`src/rtl/vga_plot_arbiter_if.sv`:
```
// Bundles the background stream, the rectangle job handshake and the plot stream to the VGA adapter.
// The master drives the background/rectangle inputs; the arbiter is the slave.
interface vga_plot_arbiter_if;
  logic       bg_draw;
  logic [9:0] bg_x;
  logic [9:0] bg_y;
  logic [2:0] bg_colour;

  logic       rect_req;
  logic [7:0] rect_x;
  logic [6:0] rect_y;
  logic [7:0] rect_w;
  logic [6:0] rect_h;
  logic [2:0] rect_colour;
  logic       rect_ack;
  logic       rect_busy;

  logic       vga_plot;
  logic [7:0] vga_x;
  logic [6:0] vga_y;
  logic [2:0] vga_colour;

  modport master (
    output bg_draw, bg_x, bg_y, bg_colour,
    output rect_req, rect_x, rect_y, rect_w, rect_h, rect_colour,
    input  rect_ack, rect_busy,
    input  vga_plot, vga_x, vga_y, vga_colour
  );

  modport slave (
    input  bg_draw, bg_x, bg_y, bg_colour,
    input  rect_req, rect_x, rect_y, rect_w, rect_h, rect_colour,
    output rect_ack, rect_busy,
    output vga_plot, vga_x, vga_y, vga_colour
  );
endinterface

```
`src/rtl/vga_plot_arbiter.sv`:
```
// Merges a re-timed, never-stalled background pixel stream (plot BG_LAT+1 cycles after bg_draw) with
// rectangle fill jobs that only advance on cycles where the background stream and its pipeline are idle.
module vga_plot_arbiter #(
  parameter int BG_LAT = 2,
  parameter int H_RES  = 160,
  parameter int V_RES  = 120
) (
  input logic               clk,
  input logic               resetn,
  vga_plot_arbiter_if.slave bus
);

  localparam logic [9:0] H_LIM10 = 10'(H_RES);
  localparam logic [9:0] V_LIM10 = 10'(V_RES);
  localparam logic [8:0] H_LIM9  = 9'(H_RES);
  localparam logic [7:0] V_LIM8  = 8'(V_RES);

  typedef enum logic {IDLE, RECT_RUN} state_t;

  // Background alignment pipeline
  logic [BG_LAT-1:0] pipe_vld;
  logic [BG_LAT-1:0] pipe_vis;
  logic [7:0]        pipe_x [BG_LAT];
  logic [6:0]        pipe_y [BG_LAT];
  logic              bg_vis;
  logic              bg_quiet;

  // Clip on the full input width so large coordinates cannot alias into the visible area.
  assign bg_vis   = (bus.bg_x < H_LIM10) && (bus.bg_y < V_LIM10);
  assign bg_quiet = !bus.bg_draw && (pipe_vld == '0);

  always_ff @(posedge clk) begin
    if (!resetn) begin
      pipe_vld <= '0;
      pipe_vis <= '0;
    end else begin
      pipe_vld[0] <= bus.bg_draw;
      pipe_vis[0] <= bg_vis;
      for (int i = 1; i < BG_LAT; i++) begin
        pipe_vld[i] <= pipe_vld[i-1];
        pipe_vis[i] <= pipe_vis[i-1];
      end
    end
  end

  always_ff @(posedge clk) begin
    pipe_x[0] <= bus.bg_x[7:0];
    pipe_y[0] <= bus.bg_y[6:0];
    for (int i = 1; i < BG_LAT; i++) begin
      pipe_x[i] <= pipe_x[i-1];
      pipe_y[i] <= pipe_y[i-1];
    end
  end

  // Rectangle engine
  state_t     state, state_n;
  logic [7:0] rx, rw, cx, cx_n;
  logic [6:0] ry, rh, cy, cy_n;
  logic [2:0] rc;
  logic       ack_q, ack_n;
  logic       latch_job;
  logic       rect_issue;
  logic       job_empty;
  logic [8:0] sum_x;
  logic [7:0] sum_y;
  logic       rect_vis;

  assign job_empty = (rw == 8'd0) || (rh == 7'd0);
  assign sum_x     = {1'b0, rx} + {1'b0, cx};
  assign sum_y     = {1'b0, ry} + {1'b0, cy};
  assign rect_vis  = (sum_x < H_LIM9) && (sum_y < V_LIM8);

  always_ff @(posedge clk) begin
    if (!resetn) begin
      state <= IDLE;
    end else begin
      state <= state_n;
    end
  end

  always_comb begin
    state_n    = state;
    ack_n      = 1'b0;
    latch_job  = 1'b0;
    rect_issue = 1'b0;
    cx_n       = cx;
    cy_n       = cy;
    case (state)
      IDLE: begin
        if (bus.rect_req && bg_quiet) begin
          state_n   = RECT_RUN;
          ack_n     = 1'b1;
          latch_job = 1'b1;
          cx_n      = 8'd0;
          cy_n      = 7'd0;
        end
      end
      RECT_RUN: begin
        // An empty job leaves after its ack cycle regardless of background activity.
        if (job_empty) begin
          state_n = IDLE;
        end else if (bg_quiet) begin
          rect_issue = 1'b1;
          if (cx == rw - 8'd1) begin
            cx_n = 8'd0;
            if (cy == rh - 7'd1) begin
              cy_n    = 7'd0;
              state_n = IDLE;
            end else begin
              cy_n = cy + 7'd1;
            end
          end else begin
            cx_n = cx + 8'd1;
          end
        end
      end
      default: state_n = IDLE;
    endcase
  end

  // Output plot register
  logic       plot_q, plot_n;
  logic [7:0] vx_q, vx_n;
  logic [6:0] vy_q, vy_n;
  logic [2:0] vc_q, vc_n;

  always_comb begin
    plot_n = 1'b0;
    vx_n   = vx_q;
    vy_n   = vy_q;
    vc_n   = vc_q;
    if (pipe_vld[BG_LAT-1]) begin
      plot_n = pipe_vis[BG_LAT-1];
      vx_n   = pipe_x[BG_LAT-1];
      vy_n   = pipe_y[BG_LAT-1];
      vc_n   = bus.bg_colour;
    end else if (rect_issue) begin
      plot_n = rect_vis;
      vx_n   = sum_x[7:0];
      vy_n   = sum_y[6:0];
      vc_n   = rc;
    end
  end

  always_ff @(posedge clk) begin
    if (!resetn) begin
      ack_q  <= 1'b0;
      cx     <= 8'd0;
      cy     <= 7'd0;
      rx     <= 8'd0;
      ry     <= 7'd0;
      rw     <= 8'd0;
      rh     <= 7'd0;
      rc     <= 3'd0;
      plot_q <= 1'b0;
      vx_q   <= 8'd0;
      vy_q   <= 7'd0;
      vc_q   <= 3'd0;
    end else begin
      ack_q  <= ack_n;
      cx     <= cx_n;
      cy     <= cy_n;
      if (latch_job) begin
        rx <= bus.rect_x;
        ry <= bus.rect_y;
        rw <= bus.rect_w;
        rh <= bus.rect_h;
        rc <= bus.rect_colour;
      end
      plot_q <= plot_n;
      vx_q   <= vx_n;
      vy_q   <= vy_n;
      vc_q   <= vc_n;
    end
  end

  assign bus.rect_ack   = ack_q;
  assign bus.rect_busy  = (state == RECT_RUN);
  assign bus.vga_plot   = plot_q;
  assign bus.vga_x      = vx_q;
  assign bus.vga_y      = vy_q;
  assign bus.vga_colour = vc_q;

endmodule
```
`src/flat_wrapper.sv`:
```
// flat-port wrapper written by rule: the top's interface ports become plain ports
module vga_plot_arbiter_flat 
#(
  parameter int BG_LAT = 2,
  parameter int H_RES  = 160,
  parameter int V_RES  = 120
)
  (clk, resetn, bus_bg_draw, bus_bg_x, bus_bg_y, bus_bg_colour, bus_rect_req, bus_rect_x, bus_rect_y, bus_rect_w, bus_rect_h, bus_rect_colour, bus_rect_ack, bus_rect_busy, bus_vga_plot, bus_vga_x, bus_vga_y, bus_vga_colour);
  vga_plot_arbiter_if bus_i ();
  input logic clk;
  input logic resetn;
  input wire logic [$bits(bus_i.bg_draw)-1:0] bus_bg_draw;
  input wire logic [$bits(bus_i.bg_x)-1:0] bus_bg_x;
  input wire logic [$bits(bus_i.bg_y)-1:0] bus_bg_y;
  input wire logic [$bits(bus_i.bg_colour)-1:0] bus_bg_colour;
  input wire logic [$bits(bus_i.rect_req)-1:0] bus_rect_req;
  input wire logic [$bits(bus_i.rect_x)-1:0] bus_rect_x;
  input wire logic [$bits(bus_i.rect_y)-1:0] bus_rect_y;
  input wire logic [$bits(bus_i.rect_w)-1:0] bus_rect_w;
  input wire logic [$bits(bus_i.rect_h)-1:0] bus_rect_h;
  input wire logic [$bits(bus_i.rect_colour)-1:0] bus_rect_colour;
  output wire logic [$bits(bus_i.rect_ack)-1:0] bus_rect_ack;
  output wire logic [$bits(bus_i.rect_busy)-1:0] bus_rect_busy;
  output wire logic [$bits(bus_i.vga_plot)-1:0] bus_vga_plot;
  output wire logic [$bits(bus_i.vga_x)-1:0] bus_vga_x;
  output wire logic [$bits(bus_i.vga_y)-1:0] bus_vga_y;
  output wire logic [$bits(bus_i.vga_colour)-1:0] bus_vga_colour;
  assign bus_i.bg_draw = bus_bg_draw;
  assign bus_i.bg_x = bus_bg_x;
  assign bus_i.bg_y = bus_bg_y;
  assign bus_i.bg_colour = bus_bg_colour;
  assign bus_i.rect_req = bus_rect_req;
  assign bus_i.rect_x = bus_rect_x;
  assign bus_i.rect_y = bus_rect_y;
  assign bus_i.rect_w = bus_rect_w;
  assign bus_i.rect_h = bus_rect_h;
  assign bus_i.rect_colour = bus_rect_colour;
  assign bus_rect_ack = bus_i.rect_ack;
  assign bus_rect_busy = bus_i.rect_busy;
  assign bus_vga_plot = bus_i.vga_plot;
  assign bus_vga_x = bus_i.vga_x;
  assign bus_vga_y = bus_i.vga_y;
  assign bus_vga_colour = bus_i.vga_colour;
  vga_plot_arbiter #(.BG_LAT(BG_LAT), .H_RES(H_RES), .V_RES(V_RES)) u_core (.clk(clk), .resetn(resetn), .bus(bus_i));
endmodule
```
`config.mk`:
```
export PLATFORM = sky130hd
export DESIGN_NAME = vga_plot_arbiter_flat
export DESIGN_NICKNAME = d
export VERILOG_FILES = /design/src/rtl/vga_plot_arbiter_if.sv /design/src/rtl/vga_plot_arbiter.sv /design/src/flat_wrapper.sv
export SDC_FILE = /design/constraint.sdc
export NUM_CORES = 1
export LEC_CHECK = 0
export ABC_AREA = 1
export CORE_AREA = 2 2 102 104
export DETAILED_ROUTE_END_ITERATION = 7
export DIE_AREA = 0 0 104 106
export GPL_TIMING_DRIVEN = 0
export HOLD_SLACK_MARGIN = 0.02
export PLACE_DENSITY = 0.76
export SLEW_MARGIN = 5
export SYNTH_ARGS = -nofsm -noshare
export SYNTH_HDL_FRONTEND = slang
export SYNTH_SLANG_ARGS = --single-unit
export TNS_END_PERCENT = 100
```
`constraint.sdc`:
```
create_clock -name clk -period 1.7 [get_ports clk]
set_clock_uncertainty 0.05 [all_clocks]
set_input_delay 0.425 -clock clk [delete_from_list [all_inputs] [get_ports clk]]
set_output_delay 0.425 -clock clk [all_outputs]
set_load 0.01 [all_outputs]
```
# Yosys cells after proc, flatten, opt, wreduce, memory -nomap -nowiden
# Memory sizes are Yosys's and may differ from the RTL's.
# Index checks and enable logic that the tools add are counted.
# classes
muxes,29
n_lt_le_gt_ge,4
n_reduce_logical,12
eq_ne,6
add_sub_neg,6
n_bitwise,1
# op_table
cell,count
two-way mux 7 bit,7
two-way mux 8 bit,6
case mux 8 bit (2 select lines),1
case mux 7 bit (2 select lines),1
two-way mux 1 bit,11
"< comparator 10 x 7 -> 1 bit, second input constant",1
"< comparator 10 x 8 -> 1 bit, second input constant",1
adder 8 x 8 -> 9 bit,1
"< comparator 9 x 8 -> 1 bit, second input constant",1
adder 7 x 7 -> 8 bit,1
"adder 8 x 1 -> 8 bit, second input constant",1
equality test 8 bit,1
zero test 8 bit,1
"< comparator 8 x 7 -> 1 bit, second input constant",1
"subtractor 8 x 1 -> 8 bit, second input constant",1
"adder 7 x 1 -> 7 bit, second input constant",1
equality test 7 bit,1
zero test 7 bit,1
"subtractor 7 x 1 -> 7 bit, second input constant",1
two-way mux 3 bit,2
logical AND 1 bit,4
"inequality test 2 x 1 -> 1 bit, second input constant",2
"inequality test 2 bit, second input constant",2
AND reduction 4 bit,1
other kinds (7),7
# totals
input_bits,60
reg_bits,73
ramBits,30
output_inout_bits,21
mem_count,2
# memory_table
name,depth,word_bits,read_ports,rd_clocked_by_memory_dff,wr,line,source
u_core.pipe_x,2,8,2,0,2,vga_plot_arbiter.sv:23,logic [7:0] pipe_x [BG_LAT];
u_core.pipe_y,2,7,2,0,2,vga_plot_arbiter.sv:24,logic [6:0] pipe_y [BG_LAT];

# Logic depth before layout (Yosys ltp)
# Gate-level depths: netlist of run 1.
# logic_depth
ltp_word,7
ltp_mapped,15
ltp_nobuf,15

# Worst setup path after synthesis of run 1
# No wires, ideal clock.
# synth_path
kind,reg-to-reg
start,reg u_core.cx[0]
end,"reg u_core.plot_q, in the netlist u_core.bus.vga_plot"
synth_period_minus_slack_ps,1810
arrival_time_ps,1627
path_buffers,0
path_stages_with_launch,16
setup_slack_ps,-110
cell_sequence,dfxtp_1 -> ha_1 -> inv_1 -> fa_1 -> inv_1 -> nand3_1 -> nand2_1 -> nand2_1 -> nand2_1 -> nand2_1 -> nand2_1 -> nand2_1 -> nand2_1 -> nor2_1 -> nand3_1 -> a21oi_1
# synth_via
elab_chain_len,5
# synth_lines
element,line,source
"start, declared",vga_plot_arbiter.sv:57,"logic [7:0] rx, rw, cx, cx_n;"
"start signal, assigned",vga_plot_arbiter.sv:161,cx <= cx_n;
adder 8 x 8 -> 9 bit,vga_plot_arbiter.sv:69,"assign sum_x = {1'b0, rx} + {1'b0, cx};"
< comparator 9 x 8 -> 1 bit,vga_plot_arbiter.sv:71,assign rect_vis = (sum_x < H_LIM9) && (sum_y < V_LIM8);
logical AND 1 bit,vga_plot_arbiter.sv:71,
two-way mux 1 bit,vga_plot_arbiter.sv:137,end else if (rect_issue) begin
two-way mux 1 bit,vga_plot_arbiter.sv:132,if (pipe_vld[BG_LAT-1]) begin
"end signal, assigned",vga_plot_arbiter.sv:170,plot_q <= plot_n;
"end, declared",vga_plot_arbiter.sv:122,"logic plot_q, plot_n;"
# Every way passes these cells.
# A chain may end at the register's enable or synchronous reset.

# Worst setup path in the final report of run 1
# layout_path
start,reg u_core.rw[1]
end,"reg u_core.state, in the netlist u_core.bus.rect_busy"
# layout_via
elab_chain_len,6
# layout_lines
element,line,source
"start, declared",vga_plot_arbiter.sv:57,
"start signal, assigned",vga_plot_arbiter.sv:166,rw <= bus.rect_w;
subtractor 8 x 1 -> 8 bit,vga_plot_arbiter.sv:104,if (cx == rw - 8'd1) begin
equality test 8 bit,vga_plot_arbiter.sv:104,
two-way mux 1 bit,vga_plot_arbiter.sv:104,
two-way mux 1 bit,vga_plot_arbiter.sv:102,end else if (bg_quiet) begin
two-way mux 1 bit *,vga_plot_arbiter.sv:100,if (job_empty) begin
case mux 1 bit (2 select lines) *,vga_plot_arbiter.sv:88,case (state)
"end signal, assigned",vga_plot_arbiter.sv:77,state <= state_n;
"end, declared",vga_plot_arbiter.sv:56,"state_t state, state_n;"
# Mark *: on every way between the ends. The rest lies on a longest branch, timed or not.

==> reports/results.tsv, run 1 <==
metric	value	unit
synth_largest_area_cell	dfxtp_1	
combPwrFrac	19.3	%
htreeDepth	3	
setup_ws	-0.208	ns
cp_max_fo	2	
required	1.93	ns
wl	13.6	mm
status	finished with violations	
avgRoutedWirePerCell	15.6	µm
rows	37	
rr_worst_depth	14	
yosysUniqueCellTypes	42	
setup_violations	20	
yosysSeqAreaShare	43.9	%
rsz0062_at_grt	true	
clk_pin_slew	0.11	ns
mostFrequentLayoutCell	nand2_1	
crit_arrival	2.14	ns
slew_viol_final	0	
start_util	47.0	%
layout-drive-gt1-share	21.1	%
cts_root_buf	clkbuf_8	
via_per_inst	5.28	
drc	0	
ys_warn_count	0	
globalRoute.totalOverflow	0	
dr.pass1.iters	5	
p_sw_share	29.1	%
vias	4601	
max_freq	0.524	GHz
fillCellCount	828	
synthCells	612	
hold_depth	0	
p_sw	1.53	mW
ir_drop	567	µV
ys_ff_latch	103	
clock_path_buffers	2	
avgSynthCellArea	7.67	µm²
drt-initial-drc-count	334	
dpl.hpwl	8.88	mm
nNetsFinal	813	
p_seq_share	50.1	%
async_flop_share	0	%
chipWidth	104	µm
clkLatencyLatePin	0.38	ns
worst_slew_pin_slew	0.503	ns
synth_area_leaders	dfxtp_1 44%, nand2_1 10%, nor2_1 6.6%	
die_height	106	µm
antenna_found_initial	0	
startpoint_type	flop	
cts_num_sinks	103	
place_congestion	0.907	
worstSetupPathType	reg -> reg	
utilization	65.2	%
hp-class	reg -> reg	
period_minus_slack	1.91	ns
cts_tree	done	
place_ws	-0.773	ns
power.share.clock	30.5	%
ff_latch_area	2090	µm²
finalCritPeriodShare	112	%
hold_buffers	0	
syn-num-nets	694	
ant_nets	0	
violations	setup timing	
pin_count	81	
power.leakage	2.88	nW
die_area	11000	µm²
synth_edf_count	0	
num_antenna_cells	0	
p_per_area	808	nW/µm²
layout_common_cells	117 x nand2_1, 88 x dfxtp_1, 80 x nor2_1	
port_buffers	79	
syn_to_final_growth	38.7	%
synth_flop_cell	dfxtp_1	
first_global_vias	4497	
syn_area	4700	µm²
hold_violations	0	
drv_cap	0	
synth_top_cell_area_share	43.9	%
power.internal	3.73	mW
grt_use_total	23.5	%
grt_pass1_wl	20.7	mm
grt_start_max_net_pins	19	
multi_input_area	2630	µm²
crit_path_end_kind	flop	
core_area	10000	µm²
numCtsBuffers	9	
relSlewSlack	66.5	%
[Yosys cell counts (2+ instances only)]
cell type and number:
clkbuf_1 8, nand3b_1 4, o21ai_0 42, ha_1 20, a22oi_1 3, fa_1 2, buf_4 3, nand2_2 2
nor4_1 2, xnor2_1 9, nor2_1 82, a211oi_1 2, buf_6 3, nand4_1 6, a21oi_1 35, inv_1 57
nand2_1 130, a21o_1 2, a31oi_1 9, nor3_1 5, xor2_1 15, buf_2 5, dfxtp_1 103, nand3_1 42
or2_2 3, o221ai_1 2
[cell type report]
type | instances | area share [%]
flip-flops and latches | 103 | 32.1
multi-input cells | 429 | 40.4
plain buffers | 22 | 2.54
inverters | 58 | 3.46
well taps | 136 | 2.61
repair inverters | 1 | 0.0960
clock inverters | 6 | 1.13
repair buffers | 107 | 15.7
clock buffers | 10 | 1.96
[stage by stage]
stage	hold slack, ns	power [mW]	cells	area (µm²)	setup TNS, ns
after detailed placement	0.262	3.52	827	5700	-30.48
after global placement	0.260	3.50	827	5700	-28.35
after CTS	0.277	5.16	861	6210	-2.33
after global routing	0.289	5.49	872	6520	-5.45
after floorplan	0.260	3.18	612	4740	-0.0567
final	0.286	5.26	872	6520	-2.48
[timing repair]
action / 4_1_cts / 5_1_grt
cloned: 2 / 2
pin swaps: 32 / 32
setup endpoints to repair: 86 / 41
setup buffers: 16 / 9
gates resized for setup: 76 / 64
endpoints found under the hold margin: 0 / 0
[power groups by stage]
stage,Combinational [mW],Clock (mW),Sequential [mW]
after floorplan,0.511,0,2.67
final,1.02,1.61,2.64
after global placement,0.811,0,2.69
after global routing,1.12,1.72,2.65
after detailed placement,0.836,0,2.69
after CTS,0.906,1.62,2.63
[sequential cells by signal (all words and copies together), names as in the netlist, 7 cells and up]
signal,flops
u_core.ry,7
u_core.pipe_y,14
u_core.cy,7
u_core.pipe_x,16
u_core.rx,8
u_core.rw,8
u_core.bus.vga_y,7
u_core.bus.vga_x,8
u_core.rh,7
u_core.cx,8
[critical path, cell delays in order (launching register included)]
cell,delay (ns)
dfxtp_2,0.35
inv_2,0.05
ha_4,0.23
nand2_2,0.05
inv_1,0.03
nor2_1,0.09
nand2_1,0.06
nor2_1,0.08
nand3_1,0.09
nor2_1,0.12
nand3_2,0.14
buf_4,0.16
buf_6,0.11
nor3_4,0.12
o22ai_1,0.09
[layer usage]
metal	routed length (µm)	vias up	track usage [%]
met1	5490	2116	27.7
li1	-	2231	-
met5	0	-	0
met4	493	0	12.6
met2	6670	210	41.0
met3	961	44	3.80
[worst paths after layout]
kind	start	to	slack, ns
worst min-delay path	u_core.pipe_y[0][6]	u_core.pipe_y[0][13]	0.29
worst max-delay path	u_core.rw[1]	u_core.bus.rect_busy	-0.21
worst max register to register	u_core.rw[1]	u_core.bus.rect_busy	-0.21
worst min register to register	u_core.pipe_y[0][6]	u_core.pipe_y[0][13]	0.29
[cell families after synthesis]
logic type	share of synthesized area, %
DFF	43.9
buffers and inverters	7.72
AOI/OAI and AO/OA	11.5
xor gates and xnor gates	4.48
adders and majority gates	6.18
and+or+nand+nor	26.3
(Power assumes the default switching activity.)
==> inputs of run 2 (changes only) <==
CORE_AREA = 2 2 119 121   (was 2 2 102 104)
DIE_AREA = 0 0 121 123   (was 0 0 104 106)
PLACE_DENSITY = not set   (was 0.76)
TNS_END_PERCENT = 50   (was 100)
==> run 2 against run 1 <==
The flow still finishes with violations (setup timing). Cell area rose by 2.7%. Die area grew 35%. Critical path depth down 1. Clock power is 34% higher. Flip-flop and latch count stayed put. Via count is 7.5% lower. Sequential power is essentially flat. Sequential share of layout area fell by 0.87 points. Non-clock buffer count fell by 4. Hold slack lost 0.0070 ns. Global-route usage decreased by 5.7 points. Critical endpoint unchanged. Largest cell class unchanged.
==> reports/results.tsv, run 2 (synthesized netlist as in run 1, its figures left out) <==
metric	value	unit
drt-initial-drc-count	256	
worstSetupPathType	reg -> reg	
cts_num_sinks	103	
top_regs	u_core.pipe_x: 16 flops, u_core.pipe_y: 14 flops	
pin_count	81	
first_global_vias	4265	
numCtsBuffers	9	
port_buffers	79	
cts_tree	done	
ff_latch_area	2090	µm²
wl	12.7	mm
crit_path_end_kind	flop	
grt_pass1_wl	20.5	mm
hold_violations	0	
period_minus_slack	1.93	ns
cp_max_fo	2	
place_congestion	0.867	
htreeDepth	3	
violations	setup timing	
clock_path_buffers	2	
via_per_inst	4.67	
slowest_delay	0.35	ns
dpl.hpwl	9.30	mm
p_per_area	870	nW/µm²
die_height	123	µm
power.leakage	2.91	nW
path_cells	inv_4 > ha_4 > nor2_1 > nor2_1 > nand2_1 > nor2_1 > nand3_1 > nor2_2 > nand3_2 > buf_4 > buf_6 > nor3_4 > o22ai_1	
top_register	u_core.pipe_x	
die_area	14900	µm²
ant_nets	0	
startpoint_type	flop	
grt_use_total	17.8	%
crit_arrival	2.11	ns
rows	43	
layout-drive-gt1-share	20.8	%
antenna_found_initial	0	
relSlewSlack	64.4	%
max_freq	0.519	GHz
fillCellCount	1312	
dr.pass1.iters	4	
multi_input_area	2660	µm²
start_util	34.5	%
clk_pin_slew	0.07	ns
finalCritPeriodShare	113	%
layout_common_cells	120 x nand2_1, 89 x dfxtp_1, 74 x nor2_1	
drc	0	
ir_drop	667	µV
nNetsFinal	808	
grt_start_max_net_pins	20	
hold_buffers	0	
cp_slowest_cell	dfxtp_2	
setup_ws	-0.227	ns
drv_cap	0	
globalRoute.totalOverflow	0	
syn_to_final_growth	42.5	%
final_area	6690	µm²
worst_slew_pin_slew	0.534	ns
cpMostUsedCell	nor2_1	
chipWidth	121	µm
largest_register_ffs	16	
core_area	13600	µm²
cts_root_buf	clkbuf_16	
required	1.88	ns
placed_area	5760	µm²
fin_tns_setup	-2.37	ns
mostFrequentLayoutCell	nand2_1	
rsz0062_at_grt	true	
avgRoutedWirePerCell	14.0	µm
slew_viol_final	0	
hp-class	reg -> reg	
setup_violations	18	
status	finished with violations	
num_antenna_cells	0	
clkLatencyLatePin	0.35	ns
vias	4257	
## run 2: what timing repair did
action                                  in CTS  in global routing
setup buffers                               16                  5
gates cloned                                 2                  1
endpoints found under the setup margin      89                 45
resized for setup                           76                 74
pin swaps                                   17                 26
## run 2: per-stage QoR
stage / worst slack [ns] / hold WS [ns] / total power, mW / std cells / util (%)
final: -0.227 / 0.279 / 5.82 / 911 / 49.2
after global routing: -0.339 / 0.286 / 6.08 / 911 / 49.2
after CTS: -0.159 / 0.279 / 5.75 / 905 / 46.8
after detailed placement: -0.598 / 0.262 / 3.53 / 871 / 42.3
after global placement: -0.598 / 0.261 / 3.51 / 871 / 42.3
after floorplan: -0.0103 / 0.260 / 3.18 / 612 / -
## run 2: cell type report
cell class                 instances  share of cell area, %
sequential                       103                   31.3
buffer                            22                   2.64
clock buffer                       9                   3.37
multi-input combinational        429                   39.7
clock inverter                     7                   1.27
tap                              180                   3.37
inverter                          58                   3.52
timing repair buffer             103                   14.9
## run 2: path summary, 6_finish.rpt
path	startpoint	endpoint	slack, ns	depth (start not counted)
worst max-delay path	u_core.rw[0]	u_core.bus.rect_busy	-0.23	13
worst min-delay path	u_core.pipe_y[0][0]	u_core.pipe_y[0][7]	0.28	0
worst max register to register	u_core.rw[0]	u_core.bus.rect_busy	-0.23	13
worst min register to register	u_core.pipe_y[0][0]	u_core.pipe_y[0][7]	0.28	0
## run 2: report_power, final
part           switching [mW]  total [mW]  internal, mW
clock                   0.987        2.16          1.17
sequential             0.0968        2.64          2.54
combinational           0.531        1.03         0.496
## run 2: routing by layer
metal | GRT usage [%] | vias to the layer above | share of wire (%) | wire length (µm)
li1 | - | 2226 | - | -
met1 | 22.8 | 1904 | 46 | 5920
met2 | 29.5 | 102 | 46 | 5920
met3 | 3.37 | 25 | 4.3 | 551
met4 | 7.19 | 0 | 2.7 | 344
met5 | 0 | - | 0 | 0
## run 2: worst max-delay path: cells and delay by family (launching register included)
| family | cells | cell delay, ns |
|---|---|---|
| fa+ha+maj | 1 | 0.26 |
| flops | 1 | 0.35 |
| simple gates | 8 | 0.74 |
| compound gates | 1 | 0.09 |
| buf+inv | 3 | 0.31 |
